**config.mk**
```make
export PLATFORM = sky130hd
export DESIGN_NAME = e203_axi_sram_slv
export DESIGN_NICKNAME = d
export VERILOG_FILES = /design/src/rtl/e203_axi_sram_slv.sv
export SDC_FILE = /design/constraint.sdc
export NUM_CORES = 1
export LEC_CHECK = 0
export ABC_AREA = 1
export BUFFER_PORTS_ARGS = -buffer_cell sky130_fd_sc_hd__buf_2
export CORE_ASPECT_RATIO = 1.2
export CORE_UTILIZATION = 53
export DETAILED_ROUTE_END_ITERATION = 12
export PLACE_DENSITY = 0.82
export SLEW_MARGIN = 20
export SYNTH_ARGS = -nofsm -noshare
export SYNTH_HDL_FRONTEND = slang
export SYNTH_SLANG_ARGS = --single-unit
```
**constraint.sdc**
```tcl
create_clock -name clk -period 5.71 [get_ports clk]
set_input_delay 1.142 -clock clk [delete_from_list [all_inputs] [get_ports clk]]
set_output_delay 1.142 -clock clk [all_outputs]
set_load 0.005 [all_outputs]
```
**src/rtl/e203_axi_sram_slv.sv**
```systemverilog
// AXI4 slave that terminates one read or write burst at a time into a single-port
// synchronous SRAM (1-cycle read latency), with round-robin read/write arbitration.
module e203_axi_sram_slv #(
   parameter logic [31:0] BASE_ADDR = 32'h8000_0000,
   parameter int unsigned RAM_AW    = 16
) (
   input  logic              clk,
   input  logic              rst_n,
   input  logic              axi_arvalid,
   output logic              axi_arready,
   input  logic [31:0]       axi_araddr,
   input  logic [3:0]        axi_arid,
   input  logic [7:0]        axi_arlen,
   input  logic [2:0]        axi_arsize,
   input  logic [1:0]        axi_arburst,
   input  logic              axi_arcache,
   input  logic              axi_arprot,
   input  logic              axi_arlock,
   input  logic              axi_awvalid,
   output logic              axi_awready,
   input  logic [31:0]       axi_awaddr,
   input  logic [3:0]        axi_awid,
   input  logic [7:0]        axi_awlen,
   input  logic [2:0]        axi_awsize,
   input  logic [1:0]        axi_awburst,
   input  logic              axi_awcache,
   input  logic              axi_awprot,
   input  logic              axi_awlock,
   input  logic              axi_wvalid,
   output logic              axi_wready,
   input  logic [63:0]       axi_wdata,
   input  logic [7:0]        axi_wstrb,
   input  logic              axi_wlast,
   output logic              axi_rvalid,
   input  logic              axi_rready,
   output logic [63:0]       axi_rdata,
   output logic [1:0]        axi_rresp,
   output logic              axi_rlast,
   output logic [3:0]        axi_rid,
   output logic              axi_bvalid,
   input  logic              axi_bready,
   output logic [1:0]        axi_bresp,
   output logic [3:0]        axi_bid,
   output logic              ram_cs,
   output logic              ram_we,
   output logic [RAM_AW-1:0] ram_addr,
   output logic [7:0]        ram_wem,
   output logic [63:0]       ram_din,
   input  logic [63:0]       ram_dout
);

   typedef enum logic [1:0] {IDLE, RD, WR, WRESP} state_e;

   localparam logic [1:0]  RESP_OKAY   = 2'b00;
   localparam logic [1:0]  RESP_SLVERR = 2'b10;
   localparam logic [1:0]  RESP_DECERR = 2'b11;
   localparam logic [31:0] WIN_SIZE    = 32'd1 << (RAM_AW + 3);

   function automatic logic in_win(input logic [31:0] a);
      return (a >= BASE_ADDR) && ((a - BASE_ADDR) < WIN_SIZE);
   endfunction

   state_e      state_q, state_d;
   logic        pref_rd_q, pref_rd_d;
   logic [3:0]  id_q, id_d;
   logic [7:0]  len_q, len_d;
   logic [2:0]  size_q, size_d;
   logic [1:0]  burst_q, burst_d;
   logic [31:0] addr_q, addr_d;
   logic [1:0]  resp_q, resp_d;
   logic [8:0]  icnt_q, icnt_d, rbeat_q, rbeat_d, wbeat_q, wbeat_d;
   logic        inflight_q, inflight_d;
   logic        wptr_q, wptr_d, rptr_q, rptr_d;
   logic [1:0]  cnt_q, cnt_d;
   logic [63:0] fifo_q [2];

   logic [31:0] req_addr, req_last, next_addr, off;
   logic [7:0]  req_len;
   logic [2:0]  req_size;
   logic [1:0]  req_burst, req_resp;
   logic [3:0]  req_id;
   logic [2:0]  occ;
   logic        pop, push, iss, w_hs, wr_en;

   // Request fields are taken from whichever channel wins arbitration this cycle
   assign axi_arready = (state_q == IDLE) & axi_arvalid & (~axi_awvalid | pref_rd_q);
   assign axi_awready = (state_q == IDLE) & axi_awvalid & (~axi_arvalid | ~pref_rd_q);
   assign req_addr    = axi_arready ? axi_araddr  : axi_awaddr;
   assign req_len     = axi_arready ? axi_arlen   : axi_awlen;
   assign req_size    = axi_arready ? axi_arsize  : axi_awsize;
   assign req_burst   = axi_arready ? axi_arburst : axi_awburst;
   assign req_id      = axi_arready ? axi_arid    : axi_awid;
   assign req_last    = (req_burst == 2'b00) ? req_addr : req_addr + ({24'd0, req_len} << req_size);
   // A wrapped 32-bit end address means the burst ran past the window
   assign req_resp    = (req_burst[1] || (req_size > 3'd3)) ? RESP_SLVERR :
                        (!in_win(req_addr) || !in_win(req_last) || (req_last < req_addr)) ? RESP_DECERR :
                        RESP_OKAY;

   assign next_addr = (burst_q == 2'b00) ? addr_q : addr_q + (32'd1 << size_q);
   assign off       = addr_q - BASE_ADDR;

   assign axi_rvalid = (cnt_q != 2'd0);
   assign pop        = axi_rvalid & axi_rready;
   assign push       = inflight_q;
   assign axi_rdata  = fifo_q[rptr_q];
   assign axi_rlast  = axi_rvalid & (rbeat_q == {1'b0, len_q});
   assign axi_rid    = id_q;
   assign axi_rresp  = resp_q;
   // Counting this cycle's pop keeps back-to-back beats flowing with only two slots
   assign occ        = {1'b0, cnt_q} - {2'b00, pop} + {2'b00, inflight_q};
   assign iss        = (state_q == RD) & (icnt_q <= {1'b0, len_q}) & (occ < 3'd2);

   assign axi_wready = (state_q == WR);
   assign w_hs       = axi_wvalid & axi_wready;
   assign wr_en      = w_hs & (wbeat_q <= {1'b0, len_q}) & (resp_q == RESP_OKAY);
   assign axi_bvalid = (state_q == WRESP);
   assign axi_bid    = id_q;
   assign axi_bresp  = resp_q;

   assign ram_cs   = (iss & (resp_q == RESP_OKAY)) | wr_en;
   assign ram_we   = wr_en;
   assign ram_addr = off[RAM_AW+2:3];
   assign ram_wem  = wr_en ? axi_wstrb : 8'h00;
   assign ram_din  = axi_wdata;

   logic unused_ok;
   assign unused_ok = ^{axi_arcache, axi_arprot, axi_arlock, axi_awcache, axi_awprot,
                        axi_awlock, off[31:RAM_AW+3], off[2:0]};

   always_comb begin
      state_d    = state_q;
      pref_rd_d  = pref_rd_q;
      id_d       = id_q;
      len_d      = len_q;
      size_d     = size_q;
      burst_d    = burst_q;
      addr_d     = addr_q;
      resp_d     = resp_q;
      icnt_d     = icnt_q;
      rbeat_d    = rbeat_q;
      wbeat_d    = wbeat_q;
      inflight_d = iss;
      cnt_d      = cnt_q + {1'b0, push} - {1'b0, pop};
      wptr_d     = wptr_q ^ push;
      rptr_d     = rptr_q ^ pop;
      case (state_q)
         IDLE: begin
            if (axi_arready || axi_awready) begin
               state_d   = axi_arready ? RD : WR;
               pref_rd_d = ~axi_arready;
               id_d      = req_id;
               len_d     = req_len;
               size_d    = req_size;
               burst_d   = req_burst;
               addr_d    = req_addr;
               resp_d    = req_resp;
               icnt_d    = '0;
               rbeat_d   = '0;
               wbeat_d   = '0;
            end
         end
         RD: begin
            if (iss) begin
               addr_d = next_addr;
               icnt_d = icnt_q + 9'd1;
            end
            if (pop) rbeat_d = rbeat_q + 9'd1;
            if (pop && axi_rlast) state_d = IDLE;
         end
         WR: begin
            if (w_hs) begin
               if (wbeat_q > {1'b0, len_q}) resp_d = RESP_SLVERR;
               else if (axi_wlast && (wbeat_q < {1'b0, len_q})) resp_d = RESP_SLVERR;
               if (wbeat_q <= {1'b0, len_q}) addr_d = next_addr;
               if (wbeat_q != 9'h1FF) wbeat_d = wbeat_q + 9'd1;
               if (axi_wlast) state_d = WRESP;
            end
         end
         WRESP: begin
            if (axi_bready) state_d = IDLE;
         end
         default: state_d = IDLE;
      endcase
   end

   always_ff @(posedge clk or negedge rst_n) begin
      if (!rst_n) begin
         state_q    <= IDLE;
         pref_rd_q  <= 1'b1;
         id_q       <= '0;
         len_q      <= '0;
         size_q     <= '0;
         burst_q    <= '0;
         addr_q     <= BASE_ADDR;
         resp_q     <= RESP_OKAY;
         icnt_q     <= '0;
         rbeat_q    <= '0;
         wbeat_q    <= '0;
         inflight_q <= 1'b0;
         cnt_q      <= '0;
         wptr_q     <= 1'b0;
         rptr_q     <= 1'b0;
      end else begin
         state_q    <= state_d;
         pref_rd_q  <= pref_rd_d;
         id_q       <= id_d;
         len_q      <= len_d;
         size_q     <= size_d;
         burst_q    <= burst_d;
         addr_q     <= addr_d;
         resp_q     <= resp_d;
         icnt_q     <= icnt_d;
         rbeat_q    <= rbeat_d;
         wbeat_q    <= wbeat_d;
         inflight_q <= inflight_d;
         cnt_q      <= cnt_d;
         wptr_q     <= wptr_d;
         rptr_q     <= rptr_d;
      end
   end

   // Errored read bursts push zero beats in place of RAM data
   for (genvar gi = 0; gi < 2; gi++) begin : g_fifo
      always_ff @(posedge clk or negedge rst_n) begin
         if (!rst_n) fifo_q[gi] <= '0;
         else if (push && (wptr_q == 1'(gi))) fifo_q[gi] <= (resp_q == RESP_OKAY) ? ram_dout : 64'd0;
      end
   end

endmodule

```
### Word-level counts from Yosys, hierarchy flattened

Index checks and enable logic that the tools add are counted.

| word-level totals | value |
|---|---|
| register bits after elaboration | 214 |
| bits of input ports | 248 |
| logic and storage cells | 147 |

| cells by class | value |
|---|---|
| add/subtract/negate cells | 12 |
| $lt $le $gt $ge | 12 |
| eq/ne operators | 15 |
| shift operators | 2 |
| mux-type cells | 39 |
| bitwise operators | 23 |
| reduce and logical (&&, ||, !) cells | 27 |

Operators by type and width:

| kind | number |
|---|---|
| $mux 64 | 4 |
| $mux 32 | 7 |
| $pmux 32 s3 | 1 |
| $add 32x32->32 | 2 |
| $ge 32x32->1 const B | 2 |
| $lt 32x20->1 const B | 2 |
| $sub 32x32->32 const B | 2 |
| $pmux 9 s2 | 3 |
| $mux 9 | 5 |
| $lt 32x32->1 | 1 |
| $shl 1x3->32 const A | 1 |
| $shl 8x3->32 | 1 |
| $add 9x1->9 const B | 3 |
| $mux 2 | 13 |
| $sub 19x1->19 const B | 1 |
| $le 9x8->1 | 2 |
| $mux 8 | 2 |
| $ne 2x1->1 const B | 7 |
| $and 1x1->1 | 12 |
| $reduce_and 5->1 | 2 |
| $eq 9x8->1 | 1 |
| $gt 9x8->1 | 1 |
| $lt 9x8->1 | 1 |
| $ne 9x9->1 const B | 1 |
| 28 further kinds | 53 |

### Depth between registers and ports, before layout

Gate-level depths: netlist (run 1).

| logic depth | value |
|---|---|
| word-level depth | 17 |
| gate-level depth with buffers | 39 |
| mapped depth without buffers | 38 |

### Least setup slack after synthesis (run 1)

No wires, ideal clock.

| path | value |
|---|---|
| kind | in2reg |
| start | input axi_arvalid |
| end | register resp_q[1] (netlist: axi_bresp[1]) |
| library setup time | 0.113 ns |
| arrival time | 4.988 ns |
| required time | 5.597 ns |
| path slack | 0.610 ns |
| stages on the path | 32 |
| buffers on the path | 4 |
| cell sequence | nand2_2 > inv_4 > nand2_8 > buf_6 > buf_4 > buf_4 > o21ai_1 > buf_2 > nor3_1 > ha_1 > fa_1 > nand2_1 > o21ai_1 > a21oi_1 > inv_1 > nand2_1 > nand2_1 > a21oi_1 > o21ai_2 > nand2_2 > nor2_2 > xor2_1 > inv_1 > ha_1 > nand2_1 > nor3_1 > nor4b_1 > nand2_1 > nand2_1 > nand3_1 > nand2_1 > inv_1 |

| on the way | value |
|---|---|
| longest elaborated chain between the ends | 16 |
| elaborated cells on any way between the ends | 35 |

Ends and longest elaborated chain:

| element | line | source |
|---|---|---|
| from (decl) | 9 | `input logic axi_arvalid,` |
| $and 1x1->1 (2 in series) | 86 | `assign axi_arready = (state_q == IDLE) & axi_arvalid & (~axi_awvalid \| pref_rd_q);` |
| $mux 8 or $mux 3 (tied branches) | 89, 90 |  |
| $shl 8x3->32 | 93 | `assign req_last = (req_burst == 2'b00) ? req_addr : req_addr + ({24'd0, req_len} << req_size);` |
| $add 32x32->32 | 93 |  |
| $mux 32 | 93 |  |
| $sub 32x32->32 | 60 | `return (a >= BASE_ADDR) && ((a - BASE_ADDR) < WIN_SIZE);` |
| $lt 32x20->1 | 60 |  |
| $logic_and 1x1->1 | 60 |  |
| $logic_not 1->1 | 96 | `(!in_win(req_addr) \|\| !in_win(req_last) \|\| (req_last < req_addr)) ? RESP_DECERR :` |
| $logic_or 1x1->1 (2 in series) | 96 |  |
| $mux 2 | 96 |  |
| $mux 2 | 95 | `assign req_resp = (req_burst[1] \|\| (req_size > 3'd3)) ? RESP_SLVERR :` |
| $mux 2 | 148 | `if (axi_arready \|\| axi_awready) begin` |
| $pmux 2 s2 | 146 | `case (state_q)` |
| to (signal assigned) | 211 | `resp_q <= resp_d;` |
| to (decl) | 70 | `logic [1:0] resp_q, resp_d;` |

Parallel ways exist; a longest one is shown, timed or not. The select of a mux whose other input is x is not followed.
A chain may end at the register's enable or synchronous reset.

### Final worst setup path (run 1)

Same ends and word-level chain as after synthesis.

==> results.py, run 1 <==
metrics = {
    "place": {
        "io_buffer_count": 285,
        "hpwl_um": 27280,
        "globalplace.congestion": 0.9581,
    },
    "floorplanning": {
        "start_util_pct": 54.36,
        "rows": 64,
        "dieArea_sq_um": 26940,
        "fp.dieW_um": 150.0,
        "fp.coreArea_sq_um": 25620,
        "dieHeight_um": 179.6,
        "io_pins": 420,
    },
    "timing": {
        "tightest_slew_ns": 1.014,
        "hold_violations": 0,
        "fmax_mhz": 191.0,
        "min_period_ns": 5.236,
        "finClkSkew_ns": 0.009211,
        "report.final.slew_viol_count": 0,
        "relSlewSlack_pct": 32.39,
        "final-setup-viol-count": 0,
        "whs_ns": 0.4813,
        "finalCritPeriodShare_pct": 91.70,
    },
    "outcome": {
        "outcome": "finished clean",
    },
    "synthesis": {
        "async_flop_share_pct": 100.0,
        "synth_nets": 2258,
        "synth_top_area_share_pct": 35.93,
        "yosys-top-cells-area": "dfrtp_1 36%, nand2_1 17%, o21ai_0 8.4%",
        "syn_inst": 1924,
        "syn_area_sq_um": 13930,
        "dominantRegCellSynth": "dfrtp_1",
        "netlist-cell-type-count": 56,
        "synth_seq_cells": 201,
        "syn_area_per_cell_sq_um": 7.240,
        "synth_warnings": 0,
        "yosysSeqAreaShare_pct": 36.12,
        "synth_edf_count": 0,
        "synth_area_leader_cell": "dfrtp_1",
    },
    "pwr": {
        "leakagePower_nw": 8.418,
        "p_per_area_nw_per_um2": 458.6,
        "irDropWorstVdd_uv": 285.0,
    },
    "cts": {
        "root_buffer": "clkbuf_16",
        "postCtsHoldBufs": 0,
        "clk_latency_ns": 0.50,
        "cts_inserted_buffers": 22,
        "path_clk_slew_ns": 0.06,
        "cts_tree": "built",
        "post_cts_buffers": 0,
        "cts.sinks": 201,
        "clk_path_buf_depth": 3,
        "htreeDepth": 1,
    },
    "cells_and_area": {
        "final_nets": 2461,
        "multiInputGateArea_sq_um": 7320,
        "syn2layout_area_growth_pct": 15.23,
        "seq_area_sq_um": 5032,
        "layout-drive-gt1-share_pct": 21.43,
        "fin_util_pct": 62.64,
        "fillers": 2286,
    },
    "route": {
        "drtPass1Iterations": 6,
        "drc": 0,
        "drt.antenna.violating_nets": 0,
        "totalWireLength_um": 37640,
        "vias_per_cell": 5.403,
        "wire_per_inst_um": 15.21,
        "drt_iter0_markers": 830,
        "vias": 13370,
    },
    "global_route": {
        "grt-ovfl-total": 0,
        "grt_max_degree": 125,
        "gr-usage-met2_pct": 47.13,
        "grt_pass1_wl_um": 60200,
        "grt_pass1_vias": 12520,
        "grt_antenna_before_repair": 3,
        "gr-usage-met3_pct": 4.467,
        "top_usage_layer": "met2",
        "grt_use_total_pct": 27.51,
        "use_met1_pct": 34.33,
    },
    "critical_path": {
        "startpoint_type": "primary input",
        "critPathMostFrequentCell": "nand2_1",
        "crit_arrival_ns": 5.67,
        "cpPeakStageDelay_ns": 0.32,
        "setup.worst_path.start": "axi_arvalid",
        "r2r-end": "axi_bresp[1]$_DFFE_PN0P_",
        "worstPathRequired_ns": 6.15,
        "r2r_setup_slack_ns": 0.49,
        "cp_slowest_cell": "ha_1",
        "cp-end-kind": "flop",
        "rr_worst_depth": 35,
        "crit_fanout": 16,
        "worst-setup-path-type": "primary input to flop",
        "worstReg2RegStart": "state_q[0]$_DFFE_PN0P_",
    },
    "worst_hold_path": {
        "whs_endpoint": "fifo_q[84]$_DFFE_PN0P_",
        "min_from": "fifo_q[84]$_DFFE_PN0P_",
        "min_path_type": "flop to flop",
        "holdPathStages": 2,
    },
    "run": {
        "maxCapViolCount": 0,
    },
}
-- synthesized netlist by cell type, drive strengths merged, types with 6 or more instances --
cell	count
mux2i	10
a21oi	56
nand3	60
clkbuf	54
ha	83
o21ai	258
inv	161
nor3	37
nor4	8
or2	36
a211oi	7
a31oi	7
buf	110
nand2	650
xor2	35
nand4	19
dfrtp	200
nor3b	6
o21bai	8
nor2	84
-- worst max-delay path, delay by kind of cell --
kind                       cells  cell delay, ns
buffers and inverters         10            0.89
adders and majority gates      2            0.59
xor gates and xnor gates       1            0.14
muxes                          1            0.22
AOI/OAI and AO/OA              9            1.42
and+or+nand+nor               14            1.24
-- per-stage QoR --
| stage | instance area (sq um) | TNS, ns | std cells | setup WS, ns | total power [W] |
|---|---|---|---|---|---|
| floorplan | 13930 | 0 | 1924 | 0.6096 | 0.004689 |
| global placement | 15240 | 0 | 2432 | 0.07396 | 0.005688 |
| detailed placement | 15240 | -0.008613 | 2432 | -0.008613 | 0.005811 |
| CTS | 16010 | 0 | 2471 | 0.4647 | 0.007356 |
| global route | 16050 | -0.01953 | 2472 | -0.01027 | 0.007990 |
| finish | 16050 | 0 | 2474 | 0.4739 | 0.007362 |
-- what timing repair did --
action / 4_1_cts / 5_1_grt
gates resized for setup: 0 / 3
setup endpoints to repair: 0 / 2
hold endpoints to repair: 0 / 0
-- worst max path at each step --
stage | endpoint | slack, ns | cells past startpoint
after global placement | axi_bresp[1]$_DFFE_PN0P_ | 0.07 | 31
after CTS | axi_bresp[1]$_DFFE_PN0P_ | 0.46 | 32
after global routing | axi_bresp[0]$_DFFE_PN0P_ | -0.01 | 38
after detailed placement | axi_bresp[1]$_DFFE_PN0P_ | -0.009 | 35
final | axi_bresp[1]$_DFFE_PN0P_ | 0.47 | 37
after floorplan | axi_bresp[1]$_DFFE_PN0P_ | 0.61 | 32
-- state kept, by name (all words and copies together), names as in the netlist --
signal      cells
addr_q         19
axi_bid         4
axi_bresp       2
burst_q         2
cnt_q           2
fifo_q        128
icnt_q          9
inflight_q      1
len_q           8
pref_rd_q       1
rbeat_q         9
rptr_q          1
size_q          3
state_q         2
wbeat_q         9
wptr_q          1
-- power breakdown --
part | internal [W] | switching [W] | leakage, nW | total (W)
logic | 0.00141 | 0.00249 | 5.33 | 0.00390
clock network | 0.000931 | 0.000585 | 0.375 | 0.00152
registers | 0.00171 | 0.000235 | 2.71 | 0.00195
total | 0.00406 | 0.00331 | 8.42 | 0.00736
-- placed cells by master (no fill, tap or decap), types with 8 or more instances in the layout --
| master | instances |
|---|---|
| xor2_1 | 34 |
| nand2_2 | 10 |
| nand3_1 | 59 |
| a21oi_1 | 55 |
| nor3_1 | 35 |
| buf_2 | 284 |
| clkbuf_16 | 23 |
| or2_1 | 12 |
| o21ai_0 | 235 |
| dfrtp_1 | 199 |
| nand4_1 | 19 |
| o21ai_1 | 13 |
| nand2_1 | 638 |
| ha_1 | 83 |
| buf_4 | 57 |
| o21bai_1 | 8 |
| or2_2 | 24 |
| o21ai_2 | 10 |
| nor2_1 | 77 |
| inv_1 | 150 |
-- logic make-up (layout without fill, tap and decap cells) --
| group | count (synthesis) | in the layout | synth area share [%] |
|---|---|---|---|
| flops | 201 | 201 | 36.12 |
| other cells | 0 | 2 | 0 |
| buf+inv | 326 | 544 | 11.44 |
| xor+xnor | 40 | 40 | 2.569 |
| mux | 10 | 10 | 0.7994 |
| simple gates | 903 | 903 | 27.24 |
| fa+ha+maj | 86 | 86 | 7.887 |
| compound gates | 358 | 358 | 13.94 |
-- final cells by class --
type / instances / area share (%)
inverter: 162 / 3.851
antenna: 2 / 0.03118
clock inverter: 12 / 1.076
clock buffer: 27 / 3.742
multi-input combinational: 1397 / 45.60
sequential: 201 / 31.35
tap: 330 / 2.572
timing repair buffer: 343 / 11.78
-- routing by layer --
layer	part of all wire [%]	vias to the layer above
li1	-	6560
met1	41	6164
met2	48	551
met3	7.6	89
met4	3.5	2
met5	0.027	-
Note: power is estimated with default switching activity, not from simulation.
==> inputs of run 2 (changes only) <==
CORE_AREA = 2 2 165 167   (was not set)
CORE_ASPECT_RATIO = not set   (was 1.2)
CORE_UTILIZATION = not set   (was 53)
DIE_AREA = 0 0 167 169   (was not set)
clock period = 6.6 ns   (was 5.71 ns; I/O delays follow)
==> results.py, run 2 (same netlist as run 1, synthesis figures left out) <==
metrics = {
    "route": {
        "drt.antenna.violating_nets": 0,
        "wire_per_inst_um": 14.87,
        "drt_iter0_markers": 1262,
        "vias": 13130,
        "drtPass1Iterations": 5,
        "drc": 0,
        "vias_per_cell": 5.381,
        "totalWireLength_um": 36260,
    },
    "pwr": {
        "irDropWorstVdd_uv": 213.6,
        "total_power_w": 0.005994,
        "leakagePower_nw": 8.162,
        "p_per_area_nw_per_um2": 383.9,
    },
    "cts": {
        "postCtsHoldBufs": 0,
        "post_cts_buffers": 0,
        "clk_latency_ns": 0.50,
        "cts_tree": "built",
        "cts_inserted_buffers": 22,
        "clk_path_buf_depth": 3,
        "cts_resized": 0,
        "path_clk_slew_ns": 0.06,
        "root_buffer": "clkbuf_16",
        "cts.sinks": 201,
        "htreeDepth": 1,
    },
    "critical_path": {
        "startpoint_type": "primary input",
        "crit_arrival_ns": 6.14,
        "critPathMostFrequentCell": "nand2_1",
        "worstPathRequired_ns": 6.98,
        "worst-setup-path-type": "primary input to flop",
        "cp-end-kind": "flop",
        "cp_slowest_cell": "o21ai_2",
        "cpPeakStageDelay_ns": 0.49,
        "crit_family": "simple AND/OR/NAND/NOR gates",
        "crit_fanout": 23,
        "cp.buffers_inverters": 6,
    },
    "global_route": {
        "grt_max_degree": 129,
        "grt-ovfl-total": 0,
        "grt_pass1_wl_um": 59530,
        "grt_pass1_vias": 12380,
        "grt_use_total_pct": 25.22,
        "grt_antenna_before_repair": 3,
    },
    "floorplanning": {
        "dieHeight_um": 169,
        "start_util_pct": 52.56,
        "fp.coreArea_sq_um": 26500,
        "io_pins": 420,
        "dieArea_sq_um": 28220,
        "fp.dieW_um": 167,
        "rows": 60,
    },
    "cells_and_area": {
        "multiInputGateArea_sq_um": 7312,
        "fillers": 2412,
        "final_common_cell": "nand2_1",
        "seq_area_sq_um": 5032,
        "syn2layout_area_growth_pct": 12.09,
        "layout-drive-gt1-share_pct": 19.41,
        "top_regs": "fifo_q x128, addr_q x19",
        "final_nets": 2417,
        "largest_reg_flops": 128,
        "top_register": "fifo_q",
        "mostFrequentLayoutCells": "638 x nand2_1, 284 x buf_2, 235 x o21ai_0",
    },
    "timing": {
        "fin_ws_ns": 0.8460,
        "relSlewSlack_pct": 44.14,
        "hold_violations": 0,
        "fmax_mhz": 173.8,
        "finClkSkew_ns": 0.02118,
        "finalCritPeriodShare_pct": 87.18,
        "grt_setup_unrepaired": "no",
        "final-setup-viol-count": 0,
        "tightest_slew_ns": 0.8380,
        "tns_ns": 0,
        "min_period_ns": 5.754,
        "report.final.slew_viol_count": 0,
    },
    "place": {
        "dp_slack_ns": 0.4677,
        "globalplace.congestion": 0.9466,
        "io_buffer_count": 285,
        "hpwl_um": 26430,
    },
    "outcome": {
        "outcome": "finished clean",
    },
    "worst_hold_path": {
        "min_path_type": "flop to flop",
    },
    "run": {
        "maxCapViolCount": 0,
    },
}
[run 2: area by class of cell]
type                            count  share of cell area [%]
Timing Repair Buffer              299                   9.913
Clock buffer                       34                   4.207
Tap cell                          341                   2.733
Inverter                          162                   3.943
Clock inverter                      4                  0.1282
Sequential cell                   201                   32.23
Multi-Input combinational cell   1397                   46.83
Antenna cell                        1                 0.01603
[run 2: path summary, 6_finish.rpt]
path	from	end	slack, ns	depth (start not counted)
hold reg to reg	rbeat_q[8]$_DFFE_PN0P_	rbeat_q[8]$_DFFE_PN0P_	0.48	1
setup / recovery	axi_arvalid	axi_bresp[1]$_DFFE_PN0P_	0.85	32
hold / removal	rbeat_q[8]$_DFFE_PN0P_	rbeat_q[8]$_DFFE_PN0P_	0.48	1
max in group asynchronous	rst_n	addr_q[18]$_DFFE_PN0P_	4.44	2
setup reg to reg	state_q[0]$_DFFE_PN0P_	axi_bresp[1]$_DFFE_PN0P_	0.96	33
min in group asynchronous	rst_n	fifo_q[25]$_DFFE_PN0P_	0.85	1
[run 2: per-stage QoR]
| stage | std cells | instance area, sq um | hold WS (ns) | util, % |
|---|---|---|---|---|
| after floorplan | 1924 | 13930 | 0.4445 | - |
| after global placement | 2400 | 14930 | 0.4652 | 56.33 |
| after detailed placement | 2400 | 14930 | 0.4621 | 56.33 |
| after CTS | 2438 | 15600 | 0.4784 | 58.88 |
| after global routing | 2438 | 15610 | 0.5009 | 58.91 |
| final | 2439 | 15610 | 0.4769 | 58.92 |
[run 2: routing by layer]
| layer | global-route usage [%] | routed length [um] | up-vias |
|---|---|---|---|
| li1 | - | - | 6473 |
| met1 | 33.39 | 15620 | 6019 |
| met2 | 42.60 | 16970 | 554 |
| met3 | 3.998 | 2704 | 73 |
| met4 | 7.909 | 914 | 6 |
| met5 | 0 | 42 | - |
[run 2: where the power goes]
part | total [W] | switching, W | internal [W]
Combinational | 0.00315 | 0.00208 | 0.00108
Sequential | 0.00168 | 0.000200 | 0.00148
Clock | 0.00116 | 0.000483 | 0.000681
Total | 0.00599 | 0.00276 | 0.00324
==> inputs of run 3 (changes only) <==
CTS_BUF_LIST = sky130_fd_sc_hd__clkbuf_16   (was not set)
==> results.py, run 3 (same netlist as run 1, synthesis figures left out) <==
metrics = {
    "critical_path": {
        "setup.worst_path.start": "axi_arvalid",
        "cpPeakStageDelay_ns": 0.36,
        "cp-end-kind": "flop",
        "rr_worst_depth": 33,
        "r2r-end": "axi_bresp[1]$_DFFE_PN0P_",
        "critPathMostFrequentCell": "nand2_1",
        "r2r_setup_slack_ns": 0.97,
        "worstPathRequired_ns": 6.99,
        "worstReg2RegStart": "state_q[0]$_DFFE_PN0P_",
        "crit_arrival_ns": 6.13,
        "worst-setup-path-type": "primary input to flop",
        "cp-endpoint": "axi_bresp[1]$_DFFE_PN0P_",
        "crit_fanout": 23,
        "cp_slowest_cell": "ha_1",
        "startpoint_type": "primary input",
    },
    "floorplanning": {
        "io_pins": 420,
        "rows": 60,
        "fp.dieW_um": 167,
        "start_util_pct": 52.56,
        "dieArea_sq_um": 28220,
        "fp.coreArea_sq_um": 26500,
        "dieHeight_um": 169,
    },
    "place": {
        "globalplace.congestion": 0.9466,
        "dpl-instance-area_sq_um": 14930,
        "io_buffer_count": 285,
        "hpwl_um": 26430,
    },
    "pwr": {
        "irDropWorstVdd_uv": 214.3,
        "p_per_area_nw_per_um2": 381.4,
        "leakagePower_nw": 8.169,
    },
    "global_route": {
        "grt_antenna_before_repair": 2,
        "grt_use_total_pct": 25.24,
        "grt_pass1_wl_um": 59530,
        "grt_pass1_vias": 12370,
        "grt_max_degree": 129,
        "grt-ovfl-total": 0,
    },
    "cells_and_area": {
        "final_nets": 2417,
        "final_common_cell": "nand2_1",
        "largest_reg_flops": 128,
        "final_cell_area_sq_um": 15570,
        "top_register": "fifo_q",
        "top_regs": "fifo_q x128, addr_q x19",
        "syn2layout_area_growth_pct": 11.78,
        "n_antenna_cell": 0,
        "mostFrequentLayoutCells": "638 x nand2_1, 284 x buf_2, 235 x o21ai_0",
        "layout-drive-gt1-share_pct": 19.22,
    },
    "route": {
        "totalWireLength_um": 36380,
        "drc": 0,
        "drt_iter0_markers": 1187,
        "vias_per_cell": 5.393,
        "vias": 13150,
        "wire_per_inst_um": 14.92,
        "drtPass1Iterations": 6,
        "drt.antenna.violating_nets": 0,
    },
    "cts": {
        "htreeDepth": 1,
        "cts.sinks": 201,
        "clk_latency_ns": 0.51,
        "cts_inserted_buffers": 22,
        "cts_resized": 0,
        "clk_path_buf_depth": 3,
        "root_buffer": "clkbuf_16",
        "path_clk_slew_ns": 0.06,
        "post_cts_buffers": 0,
        "postCtsHoldBufs": 0,
        "cts_tree": "built",
    },
    "timing": {
        "report.final.slew_viol_count": 0,
        "tightest_slew_ns": 0.8379,
        "tns_ns": 0,
        "finClkSkew_ns": 0.02091,
        "min_period_ns": 5.744,
        "final-setup-viol-count": 0,
        "relSlewSlack_pct": 44.14,
        "fmax_mhz": 174.1,
        "whs_ns": 0.4785,
        "finalCritPeriodShare_pct": 87.03,
        "grt_setup_unrepaired": "no",
        "hold_violations": 0,
    },
    "run": {
        "maxCapViolCount": 0,
    },
    "outcome": {
        "outcome": "finished clean",
    },
    "worst_hold_path": {
        "min_path_type": "flop to flop",
    },
}
-- run 3: cell count changes in the layout (fill, tap and decap cells not counted) --
cell / delta
clkbuf_1: -7
clkbuf_8: -4
clkinv_1: +4
diode_2: -1
inv_1: +7
-- run 3: critical path, delay by kind of cell --
| family | cells | cell delay (ns) |
|---|---|---|
| simple gates | 15 | 1.99 |
| compound gates | 7 | 1.24 |
| buf+inv | 8 | 0.66 |
| fa+ha+maj | 2 | 0.66 |
| mux | 1 | 0.15 |
| xor+xnor | 1 | 0.07 |
-- run 3: area by class of cell --
cell class | instances | area [sq um]
timing repair buffer | 299 | 1548
clock inverter | 15 | 61.31
inverter | 162 | 615.6
multi-input combinational | 1397 | 7312
fill | 2425 | 10930
tap | 341 | 426.7
clock buffer | 23 | 575.6
sequential | 201 | 5032
-- run 3: worst min-delay path by stage --
| stage | to | slack, ns | startpoint | cells after the start |
|---|---|---|---|---|
| 2_1_floorplan | rbeat_q[8]$_DFFE_PN0P_ | 0.44 | rbeat_q[8]$_DFFE_PN0P_ | 1 |
| 3_5_place_dp | rbeat_q[8]$_DFFE_PN0P_ | 0.46 | rbeat_q[8]$_DFFE_PN0P_ | 1 |
| 5_1_grt | fifo_q[5]$_DFFE_PN0P_ | 0.50 | fifo_q[5]$_DFFE_PN0P_ | 2 |
| 3_3_place_gp | fifo_q[50]$_DFFE_PN0P_ | 0.47 | fifo_q[50]$_DFFE_PN0P_ | 2 |
| 6_report | rbeat_q[8]$_DFFE_PN0P_ | 0.48 | rbeat_q[8]$_DFFE_PN0P_ | 1 |
| 4_1_cts | rbeat_q[8]$_DFFE_PN0P_ | 0.48 | rbeat_q[8]$_DFFE_PN0P_ | 1 |
-- run 3: where the power goes --
| part | leakage (nW) | switching (W) | internal [W] |
|---|---|---|---|
| clock network | 0.343 | 0.000485 | 0.000623 |
| logic | 5.11 | 0.00208 | 0.00108 |
| registers | 2.71 | 0.000199 | 0.00148 |
-- run 3: stage by stage --
stage	util (%)	instances	power, W	setup WS [ns]
2_1_floorplan	-	1924	0.004056	1.322
3_3_place_gp	56.33	2400	0.004693	0.5059
3_5_place_dp	56.33	2400	0.004806	0.4677
4_1_cts	58.73	2438	0.005938	0.9527
5_1_grt	58.76	2438	0.006458	0.2906
6_report	58.76	2438	0.005939	0.8561
-- run 3: layer usage --
| layer | vias up | part of all wire (%) | global-route usage [%] |
|---|---|---|---|
| li1 | 6472 | - | - |
| met1 | 6045 | 43 | 33.65 |
| met2 | 552 | 47 | 42.53 |
| met3 | 75 | 7.5 | 3.694 |
| met4 | 4 | 2.7 | 8.021 |
| met5 | - | 0.069 | 0 |
